[src/rtl/pixie_pkg.sv]
// Shared pixie display geometry, frame buffer address width and DMA state type.
// Used by both the CPU-side front end and the display back end.
package pixie_pkg;

    localparam int BYTES_PER_LINE    = 14;
    localparam int LINES_PER_FRAME   = 262;
    localparam int FIRST_ACTIVE_LINE = 64;
    localparam int ACTIVE_LINES      = 128;
    localparam int BYTES_PER_ROW     = 8;

    localparam int DMA_START_SLOT    = 2;
    localparam int INT_LINES         = 2;
    localparam int EF_LINES          = 4;

    localparam int FB_AW  = 10;
    localparam int SLOT_W = 4;
    localparam int LINE_W = 9;

    typedef logic [SLOT_W-1:0] slot_t;
    typedef logic [LINE_W-1:0] line_t;

    typedef enum logic [1:0] {
        IDLE,
        WAIT_SLOT,
        REQ,
        DONE
    } dma_state_t;

    function automatic logic in_range(line_t l, int lo, int hi);
        return (int'(l) >= lo) && (int'(l) <= hi);
    endfunction

endpackage

[src/rtl/pixie_dp_front_end_if.sv]
// CPU DMA-out handshake plus the frame buffer write port of the pixie front end.
// master = front end (drives request and buffer writes), slave = CPU/buffer side.
interface pixie_dp_front_end_if;

    logic                       dma_req;
    logic                       dma_ack;
    logic [7:0]                 dma_data;
    logic                       fb_we;
    logic [pixie_pkg::FB_AW-1:0] fb_addr;
    logic [7:0]                 fb_wdata;

    modport master (
        output dma_req,
        output fb_we,
        output fb_addr,
        output fb_wdata,
        input  dma_ack,
        input  dma_data
    );

    modport slave (
        input  dma_req,
        input  fb_we,
        input  fb_addr,
        input  fb_wdata,
        output dma_ack,
        output dma_data
    );

endinterface

[src/rtl/pixie_line_timer.sv]
// Byte-slot and scan-line counters with registered line_start/frame_start pulses.
// adv/line_nxt are combinational so callers can act in the same clk the line advances.
module pixie_line_timer
    import pixie_pkg::*;
(
    input  logic  clk,
    input  logic  reset,
    input  logic  slot_tick,
    output slot_t slot,
    output line_t line,
    output logic  adv,
    output line_t line_nxt,
    output logic  line_start,
    output logic  frame_start
);

    logic last_line;

    assign adv       = slot_tick && (slot == slot_t'(BYTES_PER_LINE - 1));
    assign last_line = (line == line_t'(LINES_PER_FRAME - 1));
    assign line_nxt  = last_line ? '0 : line + line_t'(1);

    always_ff @(posedge clk) begin
        if (reset) begin
            slot        <= '0;
            line        <= '0;
            line_start  <= 1'b0;
            frame_start <= 1'b0;
        end else begin
            line_start  <= adv;
            frame_start <= adv && last_line;
            if (adv) begin
                slot <= '0;
                line <= line_nxt;
            end else if (slot_tick) begin
                slot <= slot + slot_t'(1);
            end
        end
    end

endmodule

[src/rtl/pixie_dp_front_end.sv]
// CPU side of the pixie pipeline: line timing, INT/EF, DMA-out requests and frame buffer writes.
// One clk from dma_ack to fb_we; the CPU paces transfers by acking only while dma_req is high.
module pixie_dp_front_end
    import pixie_pkg::*;
(
    input  logic                        clk,
    input  logic                        reset,
    input  logic                        slot_tick,
    input  logic                        disp_on,
    input  logic                        disp_off,
    pixie_dp_front_end_if.master        cpu_fb,
    output logic                        int_n,
    output logic                        efx,
    output logic                        line_start,
    output logic                        frame_start,
    output logic                        underrun
);

    localparam int LAST_ACTIVE = FIRST_ACTIVE_LINE + ACTIVE_LINES - 1;

    slot_t      slot;
    line_t      line;
    line_t      line_nxt;
    logic       adv;

    dma_state_t state;
    logic [3:0] byte_idx;
    logic       disp_en;
    logic       dma_req_q;
    logic       fb_we_q;
    logic [FB_AW-1:0] fb_addr_q;
    logic [7:0] fb_wdata_q;

    logic       accept;
    logic       last_byte;
    logic       active_nxt;
    logic [6:0] row;

    pixie_line_timer u_timer (
        .clk         (clk),
        .reset       (reset),
        .slot_tick   (slot_tick),
        .slot        (slot),
        .line        (line),
        .adv         (adv),
        .line_nxt    (line_nxt),
        .line_start  (line_start),
        .frame_start (frame_start)
    );

    assign accept     = dma_req_q && cpu_fb.dma_ack;
    assign last_byte  = (byte_idx == 4'(BYTES_PER_ROW - 1));
    assign active_nxt = in_range(line_nxt, FIRST_ACTIVE_LINE, LAST_ACTIVE);
    assign row        = 7'(line - line_t'(FIRST_ACTIVE_LINE));

    assign cpu_fb.dma_req  = dma_req_q;
    assign cpu_fb.fb_we    = fb_we_q;
    assign cpu_fb.fb_addr  = fb_addr_q;
    assign cpu_fb.fb_wdata = fb_wdata_q;

    always_ff @(posedge clk) begin
        if (reset) begin
            state      <= IDLE;
            byte_idx   <= '0;
            disp_en    <= 1'b0;
            dma_req_q  <= 1'b0;
            fb_we_q    <= 1'b0;
            fb_addr_q  <= '0;
            fb_wdata_q <= '0;
            int_n      <= 1'b1;
            efx        <= 1'b0;
            underrun   <= 1'b0;
        end else begin
            disp_en <= disp_off ? 1'b0 : (disp_on ? 1'b1 : disp_en);

            fb_we_q <= accept;
            if (accept) begin
                fb_addr_q  <= {row, byte_idx[2:0]};
                fb_wdata_q <= cpu_fb.dma_data;
            end

            // Interrupt holds from the INT lines until the first byte of the first active line.
            int_n <= !(disp_en &&
                       (in_range(line, FIRST_ACTIVE_LINE - INT_LINES, FIRST_ACTIVE_LINE - 1) ||
                        (line == line_t'(FIRST_ACTIVE_LINE) && byte_idx == 4'd0 && !accept)));

            efx <= in_range(line, FIRST_ACTIVE_LINE - EF_LINES, FIRST_ACTIVE_LINE - 1) ||
                   in_range(line, LAST_ACTIVE - EF_LINES + 1, LAST_ACTIVE);

            if (adv) begin
                // disp_en is latched here as the line enable: the chosen state carries it.
                if (state == WAIT_SLOT || (state == REQ && !(accept && last_byte)))
                    underrun <= 1'b1;
                state     <= (disp_en && active_nxt) ? WAIT_SLOT : IDLE;
                byte_idx  <= '0;
                dma_req_q <= 1'b0;
            end else begin
                case (state)
                    WAIT_SLOT: begin
                        if (slot_tick && slot == slot_t'(DMA_START_SLOT - 1)) begin
                            state     <= REQ;
                            dma_req_q <= 1'b1;
                        end
                    end
                    REQ: begin
                        if (accept) begin
                            byte_idx <= byte_idx + 4'd1;
                            if (last_byte) begin
                                state     <= DONE;
                                dma_req_q <= 1'b0;
                            end
                        end
                    end
                    default: ;
                endcase
            end
        end
    end

endmodule

[src/flat_wrapper.sv]
// flat-port wrapper written by rule: the top's interface ports become plain ports
module pixie_dp_front_end_flat import pixie_pkg::*;
  (clk, reset, slot_tick, disp_on, disp_off, int_n, efx, line_start, frame_start, underrun, cpu_fb_dma_req, cpu_fb_fb_we, cpu_fb_fb_addr, cpu_fb_fb_wdata, cpu_fb_dma_ack, cpu_fb_dma_data);
  pixie_dp_front_end_if cpu_fb_i ();
  input  logic clk;
  input  logic reset;
  input  logic slot_tick;
  input  logic disp_on;
  input  logic disp_off;
  output logic int_n;
  output logic efx;
  output logic line_start;
  output logic frame_start;
  output logic underrun;
  output wire logic [$bits(cpu_fb_i.dma_req)-1:0] cpu_fb_dma_req;
  output wire logic [$bits(cpu_fb_i.fb_we)-1:0] cpu_fb_fb_we;
  output wire logic [$bits(cpu_fb_i.fb_addr)-1:0] cpu_fb_fb_addr;
  output wire logic [$bits(cpu_fb_i.fb_wdata)-1:0] cpu_fb_fb_wdata;
  input wire logic [$bits(cpu_fb_i.dma_ack)-1:0] cpu_fb_dma_ack;
  input wire logic [$bits(cpu_fb_i.dma_data)-1:0] cpu_fb_dma_data;
  assign cpu_fb_dma_req = cpu_fb_i.dma_req;
  assign cpu_fb_fb_we = cpu_fb_i.fb_we;
  assign cpu_fb_fb_addr = cpu_fb_i.fb_addr;
  assign cpu_fb_fb_wdata = cpu_fb_i.fb_wdata;
  assign cpu_fb_i.dma_ack = cpu_fb_dma_ack;
  assign cpu_fb_i.dma_data = cpu_fb_dma_data;
  pixie_dp_front_end u_core (.clk(clk), .reset(reset), .slot_tick(slot_tick), .disp_on(disp_on), .disp_off(disp_off), .cpu_fb(cpu_fb_i), .int_n(int_n), .efx(efx), .line_start(line_start), .frame_start(frame_start), .underrun(underrun));
endmodule
[config.mk]
export PLATFORM = sky130hd
export DESIGN_NAME = pixie_dp_front_end_flat
export DESIGN_NICKNAME = d
export VERILOG_FILES = /design/src/rtl/pixie_pkg.sv /design/src/rtl/pixie_dp_front_end_if.sv /design/src/rtl/pixie_line_timer.sv /design/src/rtl/pixie_dp_front_end.sv /design/src/flat_wrapper.sv
export SDC_FILE = /design/constraint.sdc
export NUM_CORES = 1
export LEC_CHECK = 0
export ABC_CLOCK_PERIOD_IN_PS = 2600
export BUFFER_PORTS_ARGS = -buffer_cell sky130_fd_sc_hd__buf_4
export CAP_MARGIN = 20
export CELL_PAD_IN_SITES_DETAIL_PLACEMENT = 1
export CELL_PAD_IN_SITES_GLOBAL_PLACEMENT = 1
export CORE_ASPECT_RATIO = 0.6
export CORE_UTILIZATION = 43
export DETAILED_ROUTE_END_ITERATION = 10
export PLACE_DENSITY = 0.86
export SETUP_SLACK_MARGIN = 0.05
export SLEW_MARGIN = 5
export SYNTH_ARGS = -nofsm -noshare
export SYNTH_HDL_FRONTEND = slang
export SYNTH_SLANG_ARGS = --single-unit
[constraint.sdc]
create_clock -name clk -period 2.6 [get_ports clk]
set_input_delay 0.13 -clock clk [delete_from_list [all_inputs] [get_ports clk]]
set_output_delay 0.13 -clock clk [all_outputs]
set_load 0.01 [all_outputs]
==> impl_metrics.json, run 1 <==
{
  "syn_to_final_growth_pct": 18.11,
  "critical_path.max_fanout": 23,
  "post-cts-setup-buffers": 0,
  "die-height_microns": 54.79,
  "floorplan.core_area_sq_um": 4279,
  "cellLeakagePower_nw": 0.8887,
  "type_of_element_launching_the_critical_path": "flip-flop",
  "grt_remaining_overflow": 0,
  "row_count": 18,
  "seq_area_frac_synth_pct": 45.11,
  "cp.arrival_ps": 2230,
  "finalHoldViolCount": 0,
  "cts.sinks": 45,
  "yosys_warnings": 0,
  "peak_clock_frequency_supported_by_timing_ghz": 0.4979,
  "route.detailed.wl_per_inst_microns": 15.69,
  "report.power.total_mw": 1.238,
  "count_of_distinct_cell_types_in_the_synthesized_netlist": 37,
  "clock_latency_ps": 300,
  "dr.first_iter.drc_count": 59,
  "floorplan.initialDensity_pct": 46.67,
  "gp_routability_congestion": 0.7740,
  "antenna_violating_nets_post_route": 0,
  "kind_of_path_behind_the_tightest_hold_check": "input pin to flip-flop",
  "avgSynthCellArea_sq_um": 8.462,
  "detailroute.via_count": 1722,
  "dieArea_sq_um": 4929,
  "synth_nets": 259,
  "finClkSkew_ps": 5.644,
  "grt_antenna_before_repair": 0,
  "number_of_global_route_vias_before_repair": 1694,
  "ys_ff_latch": 45,
  "reg2reg_setup_slack_ps": 590,
  "fin_worst_hold_slack_ps": 75.16,
  "num_io_pins": 39,
  "vias_per_cell": 5.250,
  "timing.final.crit_share_pct": 77.25,
  "layout_common_cells": "49 x sky130_fd_sc_hd__nand2_1, 45 x sky130_fd_sc_hd__dfxtp_1, 39 x sky130_fd_sc_hd__buf_4, 26 x sky130_fd_sc_hd__a21oi_1, 15 x sky130_fd_sc_hd__nor2_1",
  "timing.critical_path.to_type": "flip-flop",
  "final_net_count": 291,
  "p_per_area_nw_per_um2": 524.9,
  "drive_above_1_share_pct": 17.91,
  "pin_count_of_the_biggest_net_entering_global_routing": 26,
  "status": "finished clean",
  "mostFrequentLayoutCell": "sky130_fd_sc_hd__nand2_1",
  "grt_pass1_wl_microns": 8376,
  "post-route-drc-count": 0,
  "grtUsageTotal_pct": 22.53,
  "max-vdd-ir-drop_uv": 212.0,
  "antenna_cells_inserted": 0,
  "number_of_max_slew_violations_in_the_final_report": 0,
  "io_port_bufs": 38,
  "worst_slew_margin_rel_pct": 41.98,
  "cts.clk_slew.worst_paths_ps": 80,
  "cts_htree_levels": 2,
  "setup-violations-final": 0,
  "cts_tree": "done",
  "cap_viol_max_count": 0,
  "layout_min_cycle_time_ps": 2009,
  "worst_slew_pin_slew_ps": 870.3,
  "width_of_the_die_microns": 89.98,
  "synthesis.area_sq_um": 1997,
  "worstPathRequired_ps": 2820,
  "layout.filler_cells": 529,
  "clk_root_buffer_cell": "sky130_fd_sc_hd__clkbuf_8",
  "timing.setup.tns_ps": 0,
  "setup_repair_after_global_routing_missed_its_margin": "no",
  "cts_buffer_depth": 2,
  "drt_pre_antenna_iters": 4,
  "timing_worst_setup_path_type": "flip-flop to flip-flop",
  "postSynthCellCount": 236,
  "postRouteWirelength_microns": 5145,
  "cts_buffers": 5,
  "hpwl_microns": 3597
}
final cells by class:
cell class / count / area [sq um] / area share [%]
multi-input cells: 166 / 955.9 / 40.53
flip-flops and latches: 45 / 900.9 / 38.20
inverters: 10 / 37.54 / 1.592
clock buffers: 7 / 86.33 / 3.660
well taps: 60 / 75.07 / 3.183
repair buffers: 40 / 302.8 / 12.84
repair_timing:
item                      in CTS  in global routing
hold endpoints to repair       1                  0
resized for setup              0                  0
hold buffers                   1                  0
cell usage after synthesis (all sizes together):
cell      n  area share [%]
nand2    49             9.2
dfxtp    45              45
a21oi    26             6.5
nor2     15             2.8
o21ai    13             3.3
inv      10             1.9
ha        9             5.6
buf       8             3.8
clkbuf    7             1.3
nand3     5             1.3
nand4     5             1.6
nor3      5             1.3
o31ai     5             1.9
or3       4             1.5
xor2      4             1.8
and2      3            0.94
xnor2     3             1.3
a211oi    2            0.75
and4      2            0.94
mux2i     2             1.0
nand2b    2            0.63
nand4b    2            0.88
a22o      1            0.44
a22oi     1            0.38
a31oi     1            0.31
nand3b    1            0.38
nor2b     1            0.31
nor4bb    1            0.50
o2111ai   1            0.44
o22ai     1            0.31
o311ai    1             1.3
or4       1            0.38
path summary, 6_finish.rpt:
check / startpoint / endpoint / depth (start not counted)
worst max-delay path: u_core.cpu_fb.dma_req$_SDFFE_PP0P_ / u_core.byte_idx[3]$_SDFFE_PP0P_ / 4
worst min-delay path: cpu_fb_dma_data[4] / u_core.cpu_fb.fb_wdata[4]$_SDFFE_PP0P_ / 3
worst max register to register: u_core.cpu_fb.dma_req$_SDFFE_PP0P_ / u_core.byte_idx[3]$_SDFFE_PP0P_ / 4
worst min register to register: u_core.cpu_fb.fb_addr[4]$_SDFFE_PP0P_ / u_core.cpu_fb.fb_addr[4]$_SDFFE_PP0P_ / 2
per-layer routing:
metal  part of all wire, %  global-route usage (%)  up-vias
li1                      -                       -      862
met1                    50                   29.43      832
met2                    46                   37.31       21
met3                   3.6                   5.694        7
met4                   1.1                   7.796        0
met5                     0                       0        -
registers in the layout, indices dropped and copies added (netlist names):
| register | count |
|---|---|
| u_core.u_timer.line | 9 |
| u_core.cpu_fb.dma_req | 1 |
| u_core.u_timer.slot | 4 |
| u_core.cpu_fb.fb_addr | 10 |
| u_core.u_timer.line_start | 1 |
| u_core.byte_idx | 4 |
| u_core.underrun | 1 |
| u_core.cpu_fb.fb_we | 1 |
| u_core.state | 2 |
| u_core.cpu_fb.fb_wdata | 8 |
| u_core.disp_en | 1 |
| u_core.efx | 1 |
| u_core.int_n | 1 |
| u_core.u_timer.frame_start | 1 |
worst max-delay path, cell delays in order (launching register included):
cell	delay, ps
sky130_fd_sc_hd__dfxtp_1	400
sky130_fd_sc_hd__and2_1	720
sky130_fd_sc_hd__nand2_1	270
sky130_fd_sc_hd__or3_1	400
sky130_fd_sc_hd__a21oi_1	140
stage by stage:
step           cells  cell area, sq um  setup slack [ps]  utilization, %
2_1_floorplan    236              1997              1069               -
3_3_place_gp     320              2262             747.7           52.87
3_5_place_dp     320              2262             652.9           52.87
4_1_cts          328              2359             593.3           55.12
5_1_grt          328              2359             372.7           55.12
6_report         328              2359             591.4           55.12
logic make-up after synthesis:
group                      after synthesis  synth area share, %
xor gates and xnor gates                 7                3.070
adders and majority gates                9                5.639
DFF                                     45                45.11
buffers and inverters                   25                7.017
muxes                                    2                1.003
and+or+nand+nor                         96                22.56
AOI/OAI and AO/OA                       52                15.60
power breakdown:
group | leakage (nW) | switching (mW) | total, mW | internal, mW
registers | 0.363 | 0.00910 | 0.708 | 0.699
clock network | 0.0443 | 0.223 | 0.434 | 0.211
logic | 0.481 | 0.0550 | 0.0959 | 0.0408
(Power assumes the default switching activity.)
==> inputs of run 2 (changes only) <==
--- a/config.mk
+++ b/config.mk
@@ -5,15 +5,16 @@
 export SDC_FILE = /design/constraint.sdc
 export NUM_CORES = 1
 export LEC_CHECK = 0
-export ABC_CLOCK_PERIOD_IN_PS = 2600
+export ABC_AREA = 1
+export ABC_CLOCK_PERIOD_IN_PS = 1700
 export BUFFER_PORTS_ARGS = -buffer_cell sky130_fd_sc_hd__buf_4
 export CAP_MARGIN = 20
 export CELL_PAD_IN_SITES_DETAIL_PLACEMENT = 1
 export CELL_PAD_IN_SITES_GLOBAL_PLACEMENT = 1
 export CORE_ASPECT_RATIO = 0.6
-export CORE_UTILIZATION = 43
+export CORE_UTILIZATION = 35
 export DETAILED_ROUTE_END_ITERATION = 10
-export PLACE_DENSITY = 0.86
+export PLACE_DENSITY = 0.77
 export SETUP_SLACK_MARGIN = 0.05
 export SLEW_MARGIN = 5
 export SYNTH_ARGS = -nofsm -noshare
==> constraint.sdc (replaced) <==
create_clock -name clk -period 1.7 [get_ports clk]
set_input_delay 0.085 -clock clk [delete_from_list [all_inputs] [get_ports clk]]
set_output_delay 0.085 -clock clk [all_outputs]
set_load 0.01 [all_outputs]
==> run 2 against run 1 <==
Combinational power increased to 5.5 times the previous value. Largest cell class unchanged. Global-route usage fell by 3.4 points. Non-clock buffer count rose by 2. Clock skew is 3.4 ps higher. Sequential power grew 69%. Area after synthesis decreased by 0.69%.
==> impl_metrics.json, run 2 <==
{
  "status": "finished clean",
  "layout.filler_cells": 680,
  "row_count": 20,
  "avgSynthCellArea_sq_um": 7.687,
  "timing.final.ws_setup_ps": 222.5,
  "yosys_warnings": 0,
  "number_of_global_route_vias_before_repair": 1785,
  "ys_ff_latch": 45,
  "syn_to_final_growth_pct": 24.67,
  "dieArea_sq_um": 5981,
  "cts_buffer_depth": 2,
  "largest_reg_flops": 10,
  "share_clk_of_total_power_pct": 32.0,
  "worstPathRequired_ps": 1890,
  "cap_viol_max_count": 0,
  "final_net_count": 324,
  "setup_repair_after_global_routing_missed_its_margin": "no",
  "power.share.switching_pct": 29.08,
  "cts.sinks": 45,
  "reg2reg_setup_slack_ps": 220,
  "gp_routability_congestion": 0.8180,
  "gr-usage-met1_pct": 25.83,
  "dr.first_iter.drc_count": 31,
  "worst_path_max_delay_cell": "sky130_fd_sc_hd__dfxtp_2",
  "internal-power_mw": 1.812,
  "floorplan.initialDensity_pct": 37.74,
  "cp.arrival_ps": 1670,
  "cts_buffers": 5,
  "placement.cell_area_sq_um": 2341,
  "pin_count_of_the_biggest_net_entering_global_routing": 19,
  "crit_chain": "ha_1 -> nand3_1 -> o21ai_0 -> nand2_1 -> inv_1 -> nand2_1 -> nand4_1 -> nand2_1",
  "synthesis.area_sq_um": 1983,
  "pre_cts_ws_ps": 155.5,
  "grt_antenna_before_repair": 0,
  "critical_path.max_fanout": 7,
  "floorplan.core_area_sq_um": 5255,
  "kind_of_path_behind_the_tightest_hold_check": "input pin to flip-flop",
  "cpMostUsedCell": "sky130_fd_sc_hd__nand2_1",
  "cts.clk_slew.worst_paths_ps": 90,
  "report.power.total_mw": 2.555,
  "layout_common_cells": "45 x sky130_fd_sc_hd__nand2_1, 44 x sky130_fd_sc_hd__dfxtp_1, 41 x sky130_fd_sc_hd__buf_4, 31 x sky130_fd_sc_hd__nor2_1, 28 x sky130_fd_sc_hd__inv_1",
  "cellLeakagePower_nw": 1.077,
  "finClkSkew_ps": 9.038,
  "antenna_violating_nets_post_route": 0,
  "setup-violations-final": 0,
  "postSynth.asyncResetShare_pct": 0,
  "ys.flop_type": "sky130_fd_sc_hd__dfxtp_1",
  "clk_root_buffer_cell": "sky130_fd_sc_hd__clkbuf_8",
  "p_switching_uw": 743.1,
  "num_io_pins": 39,
  "type_of_element_launching_the_critical_path": "flip-flop",
  "synth.top_cells.by_area": "sky130_fd_sc_hd__dfxtp_1 45%, sky130_fd_sc_hd__nand2_1 8.5%, sky130_fd_sc_hd__nor2_1 5.9%, sky130_fd_sc_hd__ha_1 5.7%, sky130_fd_sc_hd__inv_1 5.3%",
  "grt_pass1_wl_microns": 8638,
  "grt_remaining_overflow": 0,
  "synth_top_area_share_pct": 45.43,
  "route.detailed.wl_per_inst_microns": 14.26,
  "synthTopCellsByCount": "45 x sky130_fd_sc_hd__dfxtp_1, 45 x sky130_fd_sc_hd__nand2_1, 31 x sky130_fd_sc_hd__nor2_1",
  "peak_clock_frequency_supported_by_timing_ghz": 0.6768,
  "layout_min_cycle_time_ps": 1478,
  "cts_htree_levels": 2,
  "yosys.area.top_type": "sky130_fd_sc_hd__dfxtp_1",
  "grt_util_met2_pct": 31.47,
  "timing.critical_path.to_type": "flip-flop",
  "synth-edff-count": 0,
  "io_port_bufs": 38,
  "number_of_max_slew_violations_in_the_final_report": 0,
  "synth_nets": 281,
  "worst_slew_margin_rel_pct": 81.90,
  "share_seq_of_total_power_pct": 47.1,
  "worst_slew_pin_slew_ps": 269.5,
  "count_of_distinct_cell_types_in_the_synthesized_netlist": 32,
  "hpwl_microns": 4026,
  "detailroute.via_count": 1845,
  "vias_per_cell": 5.014,
  "utilization_pct": 47.05,
  "p_comb_share_pct": 20.8,
  "max-vdd-ir-drop_uv": 725.6,
  "width_of_the_die_microns": 99.18,
  "timing_worst_setup_path_type": "flip-flop to flip-flop",
  "cts_tree": "done",
  "drt_pre_antenna_iters": 4,
  "p_per_area_nw_per_um2": 1033,
  "cp_slowest_stage_delay_ps": 410,
  "clock_latency_ps": 300,
  "grt.busiest_layer": "met2",
  "antenna_cells_inserted": 0,
  "drive_above_1_share_pct": 20.86,
  "postRouteWirelength_microns": 5247,
  "mostFrequentLayoutCell": "sky130_fd_sc_hd__nand2_1",
  "timing.final.crit_share_pct": 86.91,
  "timing.setup.tns_ps": 0,
  "grtUsageTotal_pct": 19.10,
  "seq_area_frac_synth_pct": 45.43,
  "die-height_microns": 60.31,
  "multiInputGateArea_sq_um": 930.9,
  "post-route-drc-count": 0,
  "ff_latch_area_sq_um": 902.1,
  "postSynthCellCount": 258,
  "finalHoldViolCount": 0,
  "fin_area_sq_um": 2472,
  "grt_util_met3_pct": 4.211
}
-- run 2: cell count changes after synthesis, sizes merged, moves of 5 or more --
cell | previous run | this run
a21oi | 26 | 15
clkbuf | 7 | 1
inv | 10 | 32
nand3 | 5 | 12
nor2 | 15 | 34
o21ai | 13 | 23
o22ai | 1 | 7
o31ai | 5 | 0
-- run 2: cell families (layout without fill, tap and decap cells) --
family | Yosys count | count (layout) | share of synthesized area, %
simple gates | 111 | 111 | 25.30
fa+ha+maj | 9 | 9 | 5.678
mux | 1 | 1 | 0.5048
xor+xnor | 3 | 3 | 1.325
flops | 45 | 45 | 45.43
buf+inv | 39 | 83 | 7.885
compound gates | 50 | 50 | 13.88
-- run 2: worst paths after layout --
kind                                        from                        endpoint  cells past startpoint
min                                        reset  u_core.cpu_fb.fb_we$_SDFF_PP0_                      2
max reg2reg  u_core.u_timer.line[0]$_SDFFE_PP0P_    u_core.state[0]$_SDFFE_PP0P_                      8
max          u_core.u_timer.line[0]$_SDFFE_PP0P_    u_core.state[0]$_SDFFE_PP0P_                      8
min reg2reg         u_core.underrun$_SDFFE_PP0P_    u_core.underrun$_SDFFE_PP0P_                      2
-- run 2: through the flow --
step,instances,hold WS [ps]
2_1_floorplan,258,154.1
3_3_place_gp,359,250.4
3_5_place_dp,359,257.8
4_1_cts,368,28.98
5_1_grt,368,14.46
6_report,368,33.05
-- run 2: power by group through the flow --
stage	logic [mW]	clock network (mW)	registers, mW
finish	0.532	0.819	1.20
global route	0.601	0.891	1.21
CTS	0.539	0.842	1.20
detailed placement	0.532	0	1.23
global placement	0.514	0	1.22
floorplan	0.299	0	1.24
-- run 2: what timing repair did --
action                     4_1_cts  5_1_grt
setup buffers                    0        0
hold endpoints to repair         1        0
hold buffers                     1        0
gates resized for setup          0        2
setup endpoints to repair        0        2
-- run 2: cell type report --
| type | instances | area share [%] |
|---|---|---|
| inverter | 33 | 5.010 |
| timing repair buffer | 42 | 12.85 |
| sequential | 45 | 36.49 |
| multi-input combinational | 174 | 37.65 |
| clock inverter | 3 | 1.872 |
| tap | 66 | 3.340 |
| clock buffer | 5 | 2.783 |
-- run 2: layer usage --
| metal | part of all wire (%) | vias to the layer above |
|---|---|---|
| met5 | 0 | - |
| met2 | 45 | 28 |
| met4 | 0.63 | 0 |
| li1 | - | 930 |
| met1 | 51 | 883 |
| met3 | 3.8 | 4 |
-- run 2: critical path, delay by kind of cell (launching register included) --
kind                     cells  cell delay, ps
AO/OA/AOI/OAI                1             200
adder cells (fa/ha/maj)      1             220
buffers and inverters        1              90
flip-flops                   1             410
AND/OR/NAND/NOR              5             450
==> inputs of run 3 (changes only) <==
--- a/config.mk
+++ b/config.mk
@@ -13,10 +13,12 @@
 export CELL_PAD_IN_SITES_GLOBAL_PLACEMENT = 1
 export CORE_ASPECT_RATIO = 0.6
 export CORE_UTILIZATION = 35
+export CTS_BUF_LIST = sky130_fd_sc_hd__clkbuf_8 sky130_fd_sc_hd__clkbuf_16
 export DETAILED_ROUTE_END_ITERATION = 10
 export PLACE_DENSITY = 0.77
 export SETUP_SLACK_MARGIN = 0.05
 export SLEW_MARGIN = 5
 export SYNTH_ARGS = -nofsm -noshare
 export SYNTH_HDL_FRONTEND = slang
+export SYNTH_HIERARCHICAL = 1
 export SYNTH_SLANG_ARGS = --single-unit
==> run 3 against run 2 <==
Utilization down 0.97 points. Largest cell class unchanged. First-iteration DRC count grew 71%. Critical path depth rose by 1. Clock power down 4.5%.
==> impl_metrics.json, run 3 <==
{
  "post-route-drc-count": 0,
  "p_comb_share_pct": 4.1,
  "p_per_area_nw_per_um2": 744.7,
  "ff_latch_area_sq_um": 905.9,
  "ff_to_ff_end": "u_core/state[0]$_SDFFE_PP0P_",
  "layout_min_cycle_time_ps": 1560,
  "number_of_global_route_vias_before_repair": 1775,
  "critical_path.max_fanout": 4,
  "share_seq_of_total_power_pct": 55.2,
  "row_count": 21,
  "pin_count_of_the_biggest_net_entering_global_routing": 28,
  "cts.clk_slew.worst_paths_ps": 80,
  "worstReg2RegStart": "u_core/u_timer/line[0]$_SDFFE_PP0P_",
  "drt_pre_antenna_iters": 4,
  "io_port_bufs": 38,
  "clock_latency_ps": 290,
  "p_switching_uw": 400.3,
  "synthesis.area_sq_um": 2032,
  "worst_slew_margin_rel_pct": 70.39,
  "cp.arrival_ps": 1790,
  "timing.final.crit_share_pct": 91.76,
  "postSynthCellCount": 273,
  "floorplan.core_area_sq_um": 5597,
  "vias_per_cell": 4.689,
  "worst_r2r_path_depth": 9,
  "die-height_microns": 61.02,
  "layout_common_cells": "49 x sky130_fd_sc_hd__nand2_1, 45 x sky130_fd_sc_hd__buf_4, 43 x sky130_fd_sc_hd__dfxtp_1, 38 x sky130_fd_sc_hd__nor2_1, 34 x sky130_fd_sc_hd__inv_1",
  "internal-power_mw": 1.520,
  "yosys_warnings": 6,
  "finalHoldViolCount": 0,
  "number_of_max_slew_violations_in_the_final_report": 0,
  "timing.setup.tns_ps": 0,
  "kind_of_path_behind_the_tightest_hold_check": "input pin to flip-flop",
  "drive_above_1_share_pct": 23.91,
  "grt_pass1_wl_microns": 8466,
  "timing_worst_setup_path_type": "flip-flop to flip-flop",
  "finClkSkew_ps": 6.315,
  "worst_slew_pin_slew_ps": 442.8,
  "avgSynthCellArea_sq_um": 7.443,
  "cts_buffer_depth": 2,
  "dieArea_sq_um": 6124,
  "cts.sinks": 45,
  "critical_path.startpoint": "u_core/u_timer/line[0]$_SDFFE_PP0P_",
  "synth_nets": 293,
  "share_clk_of_total_power_pct": 40.7,
  "final_net_count": 342,
  "postRouteWirelength_microns": 5344,
  "syn_to_final_growth_pct": 26.91,
  "timing.critical_path.to_type": "flip-flop",
  "cap_viol_max_count": 0,
  "hpwl_microns": 4055,
  "num_io_pins": 39,
  "reg2reg_setup_slack_ps": 140,
  "setup_repair_after_global_routing_missed_its_margin": "yes",
  "cts_htree_levels": 2,
  "largest_reg_flops": 10,
  "multiInputGateArea_sq_um": 973.4,
  "width_of_the_die_microns": 100.4,
  "mostFrequentLayoutCell": "sky130_fd_sc_hd__nand2_1",
  "peak_clock_frequency_supported_by_timing_ghz": 0.6410,
  "antenna_cells_inserted": 0,
  "grt_remaining_overflow": 0,
  "worstPathRequired_ps": 1930,
  "timing.final.ws_setup_ps": 140.0,
  "dr.first_iter.drc_count": 53,
  "floorplan.initialDensity_pct": 36.31,
  "gp_routability_congestion": 0.8079,
  "cts_tree": "done",
  "grt_antenna_before_repair": 0,
  "power.share.switching_pct": 20.85,
  "cts_buffers": 5,
  "detailroute.via_count": 1885,
  "worst_setup_path_endpoint": "u_core/state[0]$_SDFFE_PP0P_",
  "antenna_violating_nets_post_route": 0,
  "grtUsageTotal_pct": 18.29,
  "setup-violations-final": 0,
  "type_of_element_launching_the_critical_path": "flip-flop",
  "pre_cts_ws_ps": 2.773,
  "post-cts-setup-buffers": 0,
  "status": "finished clean",
  "layout.filler_cells": 711,
  "cellLeakagePower_nw": 1.104,
  "route.detailed.wl_per_inst_microns": 13.29,
  "max-vdd-ir-drop_uv": 289.3,
  "clk_root_buffer_cell": "sky130_fd_sc_hd__clkbuf_8"
}
## run 3: final cells by class
class,instances,area share (%)
tap,80,3.882
sequential,45,35.13
timing repair buffer,46,13.49
clock buffer,5,2.669
inverter,38,5.725
multi-input combinational,186,37.75
clock inverter,2,1.359
## run 3: repair_timing
action,CTS,global route
hold buffers,1,0
pin swaps,0,1
resized for setup,2,9
setup endpoints to repair,1,2
endpoints found under the hold margin,1,0
## run 3: critical path, cell delays in order, from the launching register on
cell and delay [ps]:
sky130_fd_sc_hd__dfxtp_4 370, sky130_fd_sc_hd__ha_2 190, sky130_fd_sc_hd__nand2_2 90, sky130_fd_sc_hd__nor2_4 130, sky130_fd_sc_hd__inv_1 70, sky130_fd_sc_hd__o21ai_2 160, sky130_fd_sc_hd__and2_1 160, sky130_fd_sc_hd__xor2_1 140
sky130_fd_sc_hd__a21oi_1 80, sky130_fd_sc_hd__a21oi_2 90
## run 3: power by group through the flow
| stage | clock network [mW] | logic (mW) | registers, mW |
|---|---|---|---|
| 3_3_place_gp | 0 | 0.0742 | 1.09 |
| 6_report | 0.782 | 0.0780 | 1.06 |
| 2_1_floorplan | 0 | 0.0356 | 1.09 |
| 5_1_grt | 0.853 | 0.0880 | 1.06 |
| 3_5_place_dp | 0 | 0.0757 | 1.09 |
| 4_1_cts | 0.812 | 0.0786 | 1.06 |
## run 3: per-layer routing
| layer | part of all wire (%) | track usage [%] | vias up |
|---|---|---|---|
| li1 | - | - | 967 |
| met1 | 54 | 26.89 | 885 |
| met2 | 42 | 26.81 | 28 |
| met3 | 3.0 | 3.746 | 5 |
| met4 | 0.79 | 6.211 | 0 |
| met5 | 0 | 0 | - |
## run 3: worst min path at each step
stage / start / to / slack [ps] / depth (start not counted)
6_report: cpu_fb_dma_data[4] / u_core/cpu_fb.fb_wdata[4]$_SDFFE_PP0P_ / 40 / 3
5_1_grt: cpu_fb_dma_data[2] / u_core/cpu_fb.fb_wdata[2]$_SDFFE_PP0P_ / 40 / 3
4_1_cts: cpu_fb_dma_data[4] / u_core/cpu_fb.fb_wdata[4]$_SDFFE_PP0P_ / 40 / 3
3_5_place_dp: disp_off / u_core/disp_en$_SDFFE_PP0P_ / 260 / 2
3_3_place_gp: disp_off / u_core/disp_en$_SDFFE_PP0P_ / 250 / 2
2_1_floorplan: reset / u_core/cpu_fb.fb_addr[2]$_SDFFE_PP0P_ / 150 / 1
## run 3: through the flow
step	cells	util, %	hold WS, ps	instance area, sq um	power (mW)
4_1_cts	402	45.63	36.38	2554	1.953
3_3_place_gp	394	43.57	250.8	2439	1.161
2_1_floorplan	273	-	154.1	2032	1.122
3_5_place_dp	394	43.57	257.1	2439	1.163
5_1_grt	402	46.08	43.93	2579	2.002
6_report	402	46.08	41.45	2579	1.920
